File: config.mk
export PLATFORM = sky130hd
export DESIGN_NAME = alu_exec_stage
export DESIGN_NICKNAME = d
export VERILOG_FILES = /design/src/rtl/alu_exec_stage.sv
export SDC_FILE = /design/constraint.sdc
export NUM_CORES = 1
export LEC_CHECK = 0
export BUFFER_PORTS_ARGS = -buffer_cell sky130_fd_sc_hd__buf_2
export CORE_ASPECT_RATIO = 0.75
export CORE_MARGIN = 2
export CORE_UTILIZATION = 40
export DETAILED_ROUTE_END_ITERATION = 12
export PLACE_DENSITY = 0.56
export SETUP_SLACK_MARGIN = 0.2
export SLEW_MARGIN = 20
export SYNTH_ARGS = -nofsm -noshare
export SYNTH_HDL_FRONTEND = slang
export SYNTH_SLANG_ARGS = --single-unit
File: constraint.sdc
create_clock -name clk -period 4.57 [get_ports clk]
set_input_delay 0.914 -clock clk [delete_from_list [all_inputs] [get_ports clk]]
set_output_delay 0.914 -clock clk [all_outputs]
set_load 0.005 [all_outputs]
File: src/rtl/alu_exec_stage.sv
// Single-cycle ALU execute stage (add/sub and bitwise ops) feeding a 2-entry result FIFO.
// in_ready is registered from the next occupancy, so out_ready never reaches it combinationally.
module alu_exec_stage #(
  parameter int XLEN  = 32,
  parameter int DEPTH = 2
) (
  input  logic            clk,
  input  logic            reset,
  input  logic            in_valid,
  output logic            in_ready,
  input  logic            uop_is_add,
  input  logic [1:0]      ctrl_adder,
  input  logic            uop_is_logic,
  input  logic [2:0]      ctrl_logic,
  input  logic [XLEN-1:0] rs1_data,
  input  logic [XLEN-1:0] rs2_data,
  input  logic [11:0]     imm12,
  input  logic [4:0]      rd_tag,
  output logic            out_valid,
  input  logic            out_ready,
  output logic [XLEN-1:0] out_result,
  output logic [4:0]      out_rd_tag,
  output logic            out_zero,
  output logic            out_illegal
);

  logic [XLEN-1:0] w_imm_ext;
  logic [XLEN-1:0] w_result;
  logic            w_illegal;
  logic            w_push;
  logic            w_pop;
  logic [1:0]      w_count_nxt;

  logic [XLEN-1:0] r_mem_res [DEPTH];
  logic [4:0]      r_mem_tag [DEPTH];
  logic            r_mem_zero[DEPTH];
  logic            r_mem_ill [DEPTH];
  logic            r_wptr;
  logic            r_rptr;
  logic [1:0]      r_count;
  logic            r_in_ready;

  assign w_imm_ext = {{(XLEN-12){imm12[11]}}, imm12};

  always_comb begin
    w_illegal = 1'b0;
    w_result  = '0;
    if (uop_is_add == uop_is_logic) begin
      w_illegal = 1'b1;
    end else if (uop_is_add) begin
      case (ctrl_adder)
        2'b01:   w_result = rs1_data + rs2_data;
        2'b10:   w_result = rs1_data - rs2_data;
        2'b11:   w_result = rs1_data + w_imm_ext;
        default: w_illegal = 1'b1;
      endcase
    end else begin
      case (ctrl_logic)
        3'b001:  w_result = rs1_data | rs2_data;
        3'b010:  w_result = rs1_data ^ rs2_data;
        3'b011:  w_result = rs1_data & rs2_data;
        3'b100:  w_result = rs1_data | w_imm_ext;
        3'b101:  w_result = rs1_data ^ w_imm_ext;
        3'b110:  w_result = rs1_data & w_imm_ext;
        default: w_illegal = 1'b1;
      endcase
    end
  end

  assign in_ready    = r_in_ready;
  assign out_valid   = (r_count != 2'd0);
  assign out_result  = r_mem_res[r_rptr];
  assign out_rd_tag  = r_mem_tag[r_rptr];
  assign out_zero    = r_mem_zero[r_rptr];
  assign out_illegal = r_mem_ill[r_rptr];

  assign w_push = in_valid & r_in_ready;
  assign w_pop  = out_valid & out_ready;

  always_comb begin
    w_count_nxt = r_count;
    case ({w_push, w_pop})
      2'b10:   w_count_nxt = r_count + 2'd1;
      2'b01:   w_count_nxt = r_count - 2'd1;
      default: w_count_nxt = r_count;
    endcase
  end

  always_ff @(posedge clk or negedge reset) begin
    if (!reset) begin
      for (int unsigned i = 0; i < DEPTH; i++) begin
        r_mem_res[i]  <= '0;
        r_mem_tag[i]  <= '0;
        r_mem_zero[i] <= 1'b0;
        r_mem_ill[i]  <= 1'b0;
      end
      r_wptr     <= 1'b0;
      r_rptr     <= 1'b0;
      r_count    <= 2'd0;
      r_in_ready <= 1'b0;
    end else begin
      if (w_push) begin
        r_mem_res[r_wptr]  <= w_result;
        r_mem_tag[r_wptr]  <= rd_tag;
        r_mem_zero[r_wptr] <= (w_result == '0);
        r_mem_ill[r_wptr]  <= w_illegal;
        r_wptr             <= ~r_wptr;
      end
      if (w_pop) begin
        r_rptr <= ~r_rptr;
      end
      r_count    <= w_count_nxt;
      r_in_ready <= (w_count_nxt < 2'(DEPTH));
    end
  end

endmodule

* Yosys cells after proc, flatten, opt, wreduce, memory -nomap -nowiden
Index checks and enable logic that the tools add are counted.
** Operators by class
- Add/subtract/negate cells :: 5
- $lt $le $gt $ge :: 4
- Equal/unequal tests :: 12
- Muxes and demuxes :: 31
- Bitwise gates (word level) :: 12
- Reductions and logical operators :: 5
** Operator list (count)
- 32-bit two-way mux :: 6
- 32-bit case mux with 6 select lines :: 1
- 32-bit case mux with 3 select lines :: 1
- 32-bit adder :: 2
- 32-bit AND :: 2
- 64-bit bitwise mux :: 1
- 32-bit bitwise OR :: 2
- 32-bit bitwise XOR :: 2
- 32-bit demux with 1-bit select :: 1
- 32-bit zero test :: 1
- 32-bit subtractor :: 1
- 5-bit two-way mux :: 4
- 1-bit two-way mux :: 11
- 10-bit bitwise mux :: 1
- 3-bit == test (second input constant) :: 3
- 2-bit == test (second input constant) :: 3
- 3-bit by 2-bit == test with 1-bit output (second input constant) :: 2
- 6-bit OR reduction :: 1
- 5-bit demux with 1-bit select :: 1
- 2-bit bitwise mux :: 2
- 2-bit by 1-bit == test with 1-bit output (second input constant) :: 2
- 2-bit >= comparator (second input constant) :: 2
- 1-bit inverter with 2-bit output :: 2
- 2-bit case mux with 2 select lines :: 1
- other kinds (12) :: 14
** Storage, ports and cells
- Bits in registers :: 83
- Input port bits :: 92
- Logic and storage cells :: 81

* Depth between registers and ports, before layout
Gate-level depths: netlist (run 1).
- Depth after elaboration :: 6
- Mapped depth :: 23

* Least setup slack after synthesis (run 1)
No wires, ideal clock.
- Kind :: in2reg
- From :: in rs2_data[6]
- To :: reg r_mem_zero[1] in the netlist's numbering
- Data arrival time :: 5.046 ns
- Required time :: 4.460 ns
- Path slack :: -0.586 ns
- Cell stages on the path :: 20
- Buffers on the path :: 2
- Cell sequence :: buf_6 or4_4 nor3_4 nand2_2 nor3_4 nand3b_2 or2_1 buf_2 or4_1 a31oi_1 o221a_1 ha_1 a21oi_1 o21ai_0 a31oi_1 o41ai_1 xnor2_1 o2111a_1 nand4bb_1 o41ai_1
** On the way
- Longest elaborated chain between the ends :: 6
** RTL lines
- start: declaration :: RTL line 16 : input logic [XLEN-1:0] rs2_data,
- 32-bit subtractor (tied with other cells) :: RTL line 53 : 2'b10: w_result = rs1_data - rs2_data;
- 32-bit case mux with 3 select lines or 32-bit case mux with 6 select lines (tied branches) :: RTL line 51, 58
- 32-bit two-way mux (*) :: RTL line 50 : end else if (uop_is_add) begin
- 32-bit two-way mux (*) :: RTL line 48 : if (uop_is_add == uop_is_logic) begin
- 32-bit zero test (*) :: RTL line 105 : r_mem_zero[r_wptr] <= (w_result == '0);
- 2-bit bitwise mux (*) :: RTL line 105
- end signal: indexed assignment :: RTL line 105
- end: declaration :: RTL line 36 : logic r_mem_zero[DEPTH];
Every way passes the cells marked *; elsewhere a longest branch is shown, timed or not.
A chain may end at the register's enable or synchronous reset.

* Worst setup path in the final report (run 1)
- From :: in rs2_data[8]
- To :: reg r_mem_zero[0] in the netlist's numbering
The elaborated chain is that of the path after synthesis.

==> key figures, run 1 <==
Synth
  – Top-area cell type share of the netlist area: 0.242
  – Top cells by area, synth: dfrtp_1 (24%), o21ai_0 (8.3%), mux2_2 (6.6%)
  – Synthesized area per cell: 7.66 sq um
  – Post-synthesis instance total: 1118
  – Number of flops mapped to enable cells by yosys: 0
  – Synth Cell Area: 8570 sq um
  – Ys Warns: 0
  – Syn nets: 1252
  – Count of cell types in the netlist: 78
  – Number of synthesized register bits: 83
  – Sequential share of the synthesized area: 0.242
  – Ys async rst share: 1.00
  – Synth area leader: dfrtp_1
  – Post-synth top flop: dfrtp_1

Global route
  – Number of global-route vias before repair: 8955
  – Total GRT Usage: 0.256
  – GRT busiest layer: met2
  – First-pass GRT wire length: 46900 um
  – M3 GR Usage: 0.0399
  – GR Util met1: 0.349
  – Remaining global-route overflow: 0
  – Largest net degree at the start of global routing: 54
  – Initial antenna violation count: 1
  – GR met2 Demand/Resource: 0.437

Placement
  – Post-DP HPWL: 22600 um
  – Area post-placement: 10800 sq um
  – Routability congestion estimate from global placement: 0.913
  – Number of port buffers: 132

Power
  – Comb power frac: 0.504
  – Clock power frac: 0.188
  – Internal power: 2.57 mW
  – Cell Pwr Density: 351 nW/um^2
  – Lkg Pwr: 5.21 nW
  – Worst IR drop on VDD: 0.221 mV
  – Sw Ratio: 0.373
  – Switch Pwr: 1.53 mW
  – Sequential share of power: 0.308

Floorplanning
  – Die W: 173 um
  – Die span in y: 131 um
  – Core footprint: 21100 sq um
  – Initial Util: 0.407
  – Io pins: 133
  – Total die area: 22600 sq um
  – Cell Rows: 46

Clock network
  – Clock Sink Count: 83
  – TritonCTS Buffers: 9
  – H-Tree Level Count: 3
  – Clk pin slew, worst setup/hold paths: 0.06 ns
  – Root Driver: clkbuf_16
  – Worst skew pair latency: 0.34 ns
  – Hold-fix buffers at CTS: 0
  – CTS tree: yes
  – Bufs on Longest Clock Path: 2

Cells and area
  – Layout cell share with drive strength beyond 1: 0.359
  – Fill count: 2021
  – Area grow syn2layout: 36.2%
  – Fin area: 11700 sq um
  – Commonest non-fill, non-tap cell in the layout: buf_4
  – Commonest cells after routing, fill and taps aside: buf_4 (208), nand2_1 (138), buf_2 (127), o21ai_0 (119), a21oi_1 (89)
  – Nets@finish: 1519

Critical path
  – CP max FO: 7
  – Critical path endpoint category: register
  – Startpoint class of the critical path: input pin
  – Worst path cell trace: buf_6 > or4_4 > nor3_4 > nand2_2 > nor3_4 > buf_6 > nand3b_4 > or2_4 > or4_1 > a31oi_1 > o221a_1 > ha_4 > nand2_4 > buf_4 > o21ai_2 > a31oi_1 > o41ai_2 > xnor2_1 > o2111a_1 > nand4bb_4 > o41ai_2
  – Largest stage delay, worst path: 0.57 ns
  – Crit path DAT: 5.06 ns
  – Setup CP Type: input pin to register
  – Req. time, crit path: 4.79 ns
  – CP max stage cell: or4_4

STA
  – Achievable clock frequency: 207 MHz
  – Final-report hold violation count: 0
  – Final WS setup: -0.267 ns
  – Worst slew margin: 0.322
  – Unrepaired setup endpoints after global routing: yes
  – Slew Limit Fails: 0
  – Fin Setup TNS: -0.935 ns
  – Worst Skew: 0.0128 ns
  – Min Tclk post-route: 4.84 ns
  – Setup violators final: 7
  – Least-Margin Pin Slew: 1.02 ns
  – Fin crit share: 1.06

Drt
  – DR pass1 iterations: 5
  – Antenna viol nets, final: 0
  – DR iter-0 viols: 639
  – Avg Vias per Cell: 5.73
  – DRC Markers: 0
  – Routed len/inst: 17.6 um
  – Vias: 9621
  – Routed WL: 29500 um

Status
  – Status: complete, but fails checks
  – Failing checks: negative setup slack

Worst hold path
  – Min-delay worst type: register to register

Job
  – Maxcap violations: 0
metal layers:
metal	wire, um	share of wire
met1	13700	0.46
met2	13900	0.47
met3	1440	0.049
met4	476	0.016
met5	0	0
metrics by stage:
stage               worst slack, ns  std cells  utilization  hold WS (ns)  power [mW]
floorplan                    -0.322       1118            -         0.438        2.39
global placement             -0.632       1645        0.515         0.458        3.18
detailed placement           -0.764       1645        0.515         0.458        3.22
CTS                          -0.195       1667        0.537         0.479        4.04
global route                 -0.543       1678        0.554         0.500        4.43
finish                       -0.267       1679        0.554         0.473        4.10
flip-flops by register name (all words and copies together), names as in the netlist:
register,count
r_mem_zero,2
r_mem_tag,10
r_mem_res,64
r_rptr,1
in_ready,1
r_wptr,1
r_mem_ill,2
r_count,2
synth_stat cells (all sizes together), types with 23 or more instances:
| library cell | n |
|---|---|
| nor2 | 61 |
| clkbuf | 70 |
| a221oi | 27 |
| mux2 | 50 |
| nor3 | 23 |
| ha | 41 |
| mux2i | 25 |
| dfrtp | 83 |
| nand2 | 140 |
| a21oi | 106 |
| o21ai | 143 |
| nand3 | 31 |
| xnor2 | 23 |
critical path, delay by kind of cell:
family | cells | cell delay [ns]
buf+inv | 3 | 0.36
compound gates | 7 | 1.32
fa+ha+maj | 1 | 0.25
simple gates | 9 | 2.00
xor+xnor | 1 | 0.23
worst paths after layout:
| path | from | endpoint | slack [ns] | depth (start not counted) |
|---|---|---|---|---|
| min in group asynchronous | reset | r_mem_res[59] | 0.57 | 1 |
| worst max-delay path | rs2_data[8] | r_mem_zero[0] | -0.27 | 21 |
| worst min register to register | r_mem_res[56] | r_mem_res[56] | 0.47 | 2 |
| max in group asynchronous | reset | r_rptr | 3.06 | 2 |
| worst min-delay path | r_mem_res[56] | r_mem_res[56] | 0.47 | 2 |
| worst max register to register | in_ready | r_mem_res[37] | 2.59 | 4 |
what timing repair did:
item	4_1_cts	5_1_grt
pin swaps	8	22
setup buffers	6	11
resized for setup	20	70
endpoints found under the setup margin	22	31
layout make-up:
class                   instances  area (sq um)  share of cell area
diodes                          1          2.50            0.000215
clock inverters                 4          75.1             0.00644
well taps                     288           360              0.0309
repair buffers                346          2330               0.200
inverters                      17          63.8             0.00547
multi-input cells             928          6510               0.558
clock buffers                  12           246              0.0211
flip-flops and latches         83          2080               0.178
cells by family after synthesis:
family,Yosys count,synth area share
AO/OA/AOI/OAI,422,0.307
adder cells (fa/ha/maj),53,0.0751
AND/OR/NAND/NOR,334,0.187
buffers and inverters,107,0.0482
XOR/XNOR,44,0.0450
multiplexers,75,0.0949
flip-flops,83,0.242
power by group through the flow:
stage	Combinational (mW)	Clock, mW	Sequential [mW]
finish	2.06	0.771	1.26
global route	2.29	0.825	1.31
CTS	1.98	0.790	1.27
detailed placement	1.94	0	1.27
global placement	1.92	0	1.26
floorplan	1.23	0	1.16
(Power assumes the default switching activity.)
==> run 2, diff against run 1 <==
==> constraint.sdc (replaced) <==
create_clock -name clk -period 4.57 [get_ports clk]
set_input_delay 1.371 -clock clk [delete_from_list [all_inputs] [get_ports clk]]
set_output_delay 1.371 -clock clk [all_outputs]
set_load 0.005 [all_outputs]
==> key figures, run 2 (same netlist as run 1, synthesis figures left out) <==
Clock network
  – Clk pin slew, worst setup/hold paths: 0.06 ns (about the same)
  – Worst skew pair latency: 0.33 ns (about the same)
  – CTS tree: yes
  – Root Driver: clkbuf_16
  – H-Tree Level Count: 3 (unchanged)
  – Hold-fix buffers at CTS: 0 (unchanged)
  – Clock Sink Count: 83 (unchanged)
  – Bufs on Longest Clock Path: 2 (unchanged)
  – TritonCTS Buffers: 9 (unchanged)

STA
  – Least-Margin Pin Slew: 0.979 ns (-0.0377 ns)
  – Worst Skew: 0.00769 ns (-0.00512 ns)
  – Fin crit share: 1.18 (+0.123)
  – Worst slew margin: 0.347 (+0.0244)
  – Final-report hold violation count: 0 (unchanged)
  – Slew Limit Fails: 0 (unchanged)
  – Fin Hold WS: 0.474 ns (+0.00109 ns)
  – Achievable clock frequency: 185 MHz (-10%)
  – Unrepaired setup endpoints after global routing: yes
  – Setup violators final: 34 (+27)
  – Fin Setup TNS: -11.70 ns (-10.77 ns)
  – Final WS setup: -0.830 ns (-0.563 ns)
  – Min Tclk post-route: 5.40 ns (+0.563 ns)

Critical path
  – FF-to-FF End: r_mem_zero[0]
  – Largest stage delay, worst path: 0.57 ns (about the same)
  – CP top delay family: simple AND/OR/NAND/NOR gates
  – Startpoint class of the critical path: input pin
  – Crit path DAT: 5.63 ns (+0.57 ns)
  – Req. time, crit path: 4.80 ns (about the same)
  – Worst Path Buf+Inv: 4 (+1)
  – Critical path endpoint category: register
  – Worst Reg-to-Reg Cells: 3 (-1)
  – Setup CP Type: input pin to register
  – Worst flop-to-flop path startpoint: in_ready
  – CP max FO: 3 (-4)
  – CP max stage cell: or4_4
  – Worst path cell trace: buf_6 > or4_4 > buf_4 > buf_6 > or3_4 > o311a_1 > a21oi_2 > o221a_4 > ha_4 > a21oi_2 > o211ai_1 > a41oi_2 > and2_4 > o2111a_1 > nand4_1 > nor4_4 > buf_4 > and4_4 > nand4bb_4 > o41ai_2
  – FF-to-FF setup slack: 2.36 ns (-0.23 ns)

Status
  – Failing checks: negative setup slack
  – Status: complete, but fails checks

Global route
  – GRT busiest layer: met2
  – Number of global-route vias before repair: 9239 (+3.2%)
  – GR Util met1: 0.351 (+0.00286)
  – M3 GR Usage: 0.0411 (+0.00116)
  – Remaining global-route overflow: 0 (unchanged)
  – Initial antenna violation count: 0 (-1)
  – Largest net degree at the start of global routing: 73 (+35%)
  – GR met2 Demand/Resource: 0.446 (+0.00894)
  – Total GRT Usage: 0.262 (+0.00608)
  – First-pass GRT wire length: 48000 um (+2.5%)

Worst hold path
  – Worst Hold Endpoint: r_mem_res[16]
  – Worst Hold Launch: r_mem_res[16]
  – Min-delay worst type: register to register
  – Worst Hold Depth: 2 (unchanged)

Floorplanning
  – Core footprint: 21100 sq um (unchanged)
  – Total die area: 22600 sq um (unchanged)
  – Cell Rows: 46 (unchanged)
  – Die W: 173 um (unchanged)
  – Io pins: 133 (unchanged)
  – Initial Util: 0.407 (unchanged)
  – Die span in y: 131 um (unchanged)

Drt
  – DRC Markers: 0 (unchanged)
  – Routed len/inst: 17.4 um (-0.80%)
  – Avg Vias per Cell: 5.71 (-0.41%)
  – Routed WL: 29900 um (+1.6%)
  – DR pass1 iterations: 5 (unchanged)
  – Antenna viol nets, final: 0 (unchanged)
  – DR iter-0 viols: 676 (+5.8%)
  – Vias: 9816 (+2.0%)

Cells and area
  – Biggest regs: r_mem_res: 64 flops, r_mem_tag: 10 flops
  – Commonest non-fill, non-tap cell in the layout: buf_4
  – Area grow syn2layout: 43.6%
  – Final Util: 0.584 (+0.0305)
  – Number of flip-flops in the largest register: 64 (unchanged)
  – Fill count: 2022 (+0.049%)
  – Nets@finish: 1561 (+2.8%)
  – Non-Filler Instances: 1720 (+2.4%)
  – Fin area: 12300 sq um (+5.5%)
  – Largest Register: r_mem_res
  – Commonest cells after routing, fill and taps aside: buf_4 (243), nand2_1 (133), buf_2 (129), o21ai_0 (88)
  – Layout cell share with drive strength beyond 1: 0.409 (+0.0495)
  – Ant. Diodes: 0 (-1)

Placement
  – Post-DP HPWL: 22800 um (+1.1%)
  – Number of port buffers: 132 (unchanged)
  – Pre-CTS WS: -1.36 ns (-0.600 ns)
  – Area post-placement: 11100 sq um (+2.6%)
  – Placed Instances: 1674 (+1.8%)
  – Routability congestion estimate from global placement: 0.895 (-2.0%)

Power
  – Cell Pwr Density: 348 nW/um^2 (-1.0%)
  – Final Power: 4.28 mW (+4.4%)
  – Lkg Pwr: 5.50 nW (+5.6%)
  – Worst IR drop on VDD: 0.266 mV (+20%)

Job
  – Maxcap violations: 0 (unchanged)
run 2: changes by cell type in the layout (fill, tap and decap cells not counted), moves of 6 or more:
cell,before,now
o21ai_0,119,88
o21ai_1,9,29
buf_6,10,16
o21ai_2,15,24
a21oi_1,89,82
buf_4,208,243
run 2: worst max-delay path by stage:
| stage | start | endpoint | slack [ns] | cells after the start |
|---|---|---|---|---|
| 2_1_floorplan | rs2_data[6] | r_mem_zero[1] | -0.78 | 21 |
| 3_3_place_gp | rs2_data[8] | r_mem_zero[1] | -1.25 | 20 |
| 3_5_place_dp | rs2_data[8] | r_mem_zero[0] | -1.36 | 20 |
| 4_1_cts | rs2_data[6] | r_mem_zero[1] | -0.66 | 21 |
| 5_1_grt | rs2_data[6] | r_mem_zero[0] | -1.01 | 20 |
| 6_report | rs2_data[6] | r_mem_zero[1] | -0.83 | 20 |
run 2: worst min-delay path, cell delays in order (launching register included):
cell and delay [ns]:
dfrtp_1 0.34, nand2_1 0.06, o21ai_2 0.05
run 2: power by group:
group / switching [mW] / internal, mW
logic: 1.08 / 1.11
registers: 0.222 / 1.04
clock network: 0.280 / 0.547
run 2: routing by layer:
metal	wire [um]	share of wire
met5	0	0
met4	604	0.020
met3	1530	0.051
met2	14200	0.47
met1	13600	0.46
run 2: area by class of cell:
cell class | instances | area, sq um | area share
Clock buffer | 11 | 243 | 0.0197
Clock inverter | 5 | 100 | 0.00813
Inverter | 17 | 63.8 | 0.00518
Multi-Input combinational cell | 928 | 6810 | 0.554
Sequential cell | 83 | 2080 | 0.169
Tap cell | 288 | 360 | 0.0293
Timing Repair Buffer | 388 | 2650 | 0.215
run 2: what timing repair did:
item / CTS / global route
buffers inserted: 20 / 10
pin swaps: 47 / 26
resized for setup: 93 / 58
endpoints found under the setup margin: 41 / 46
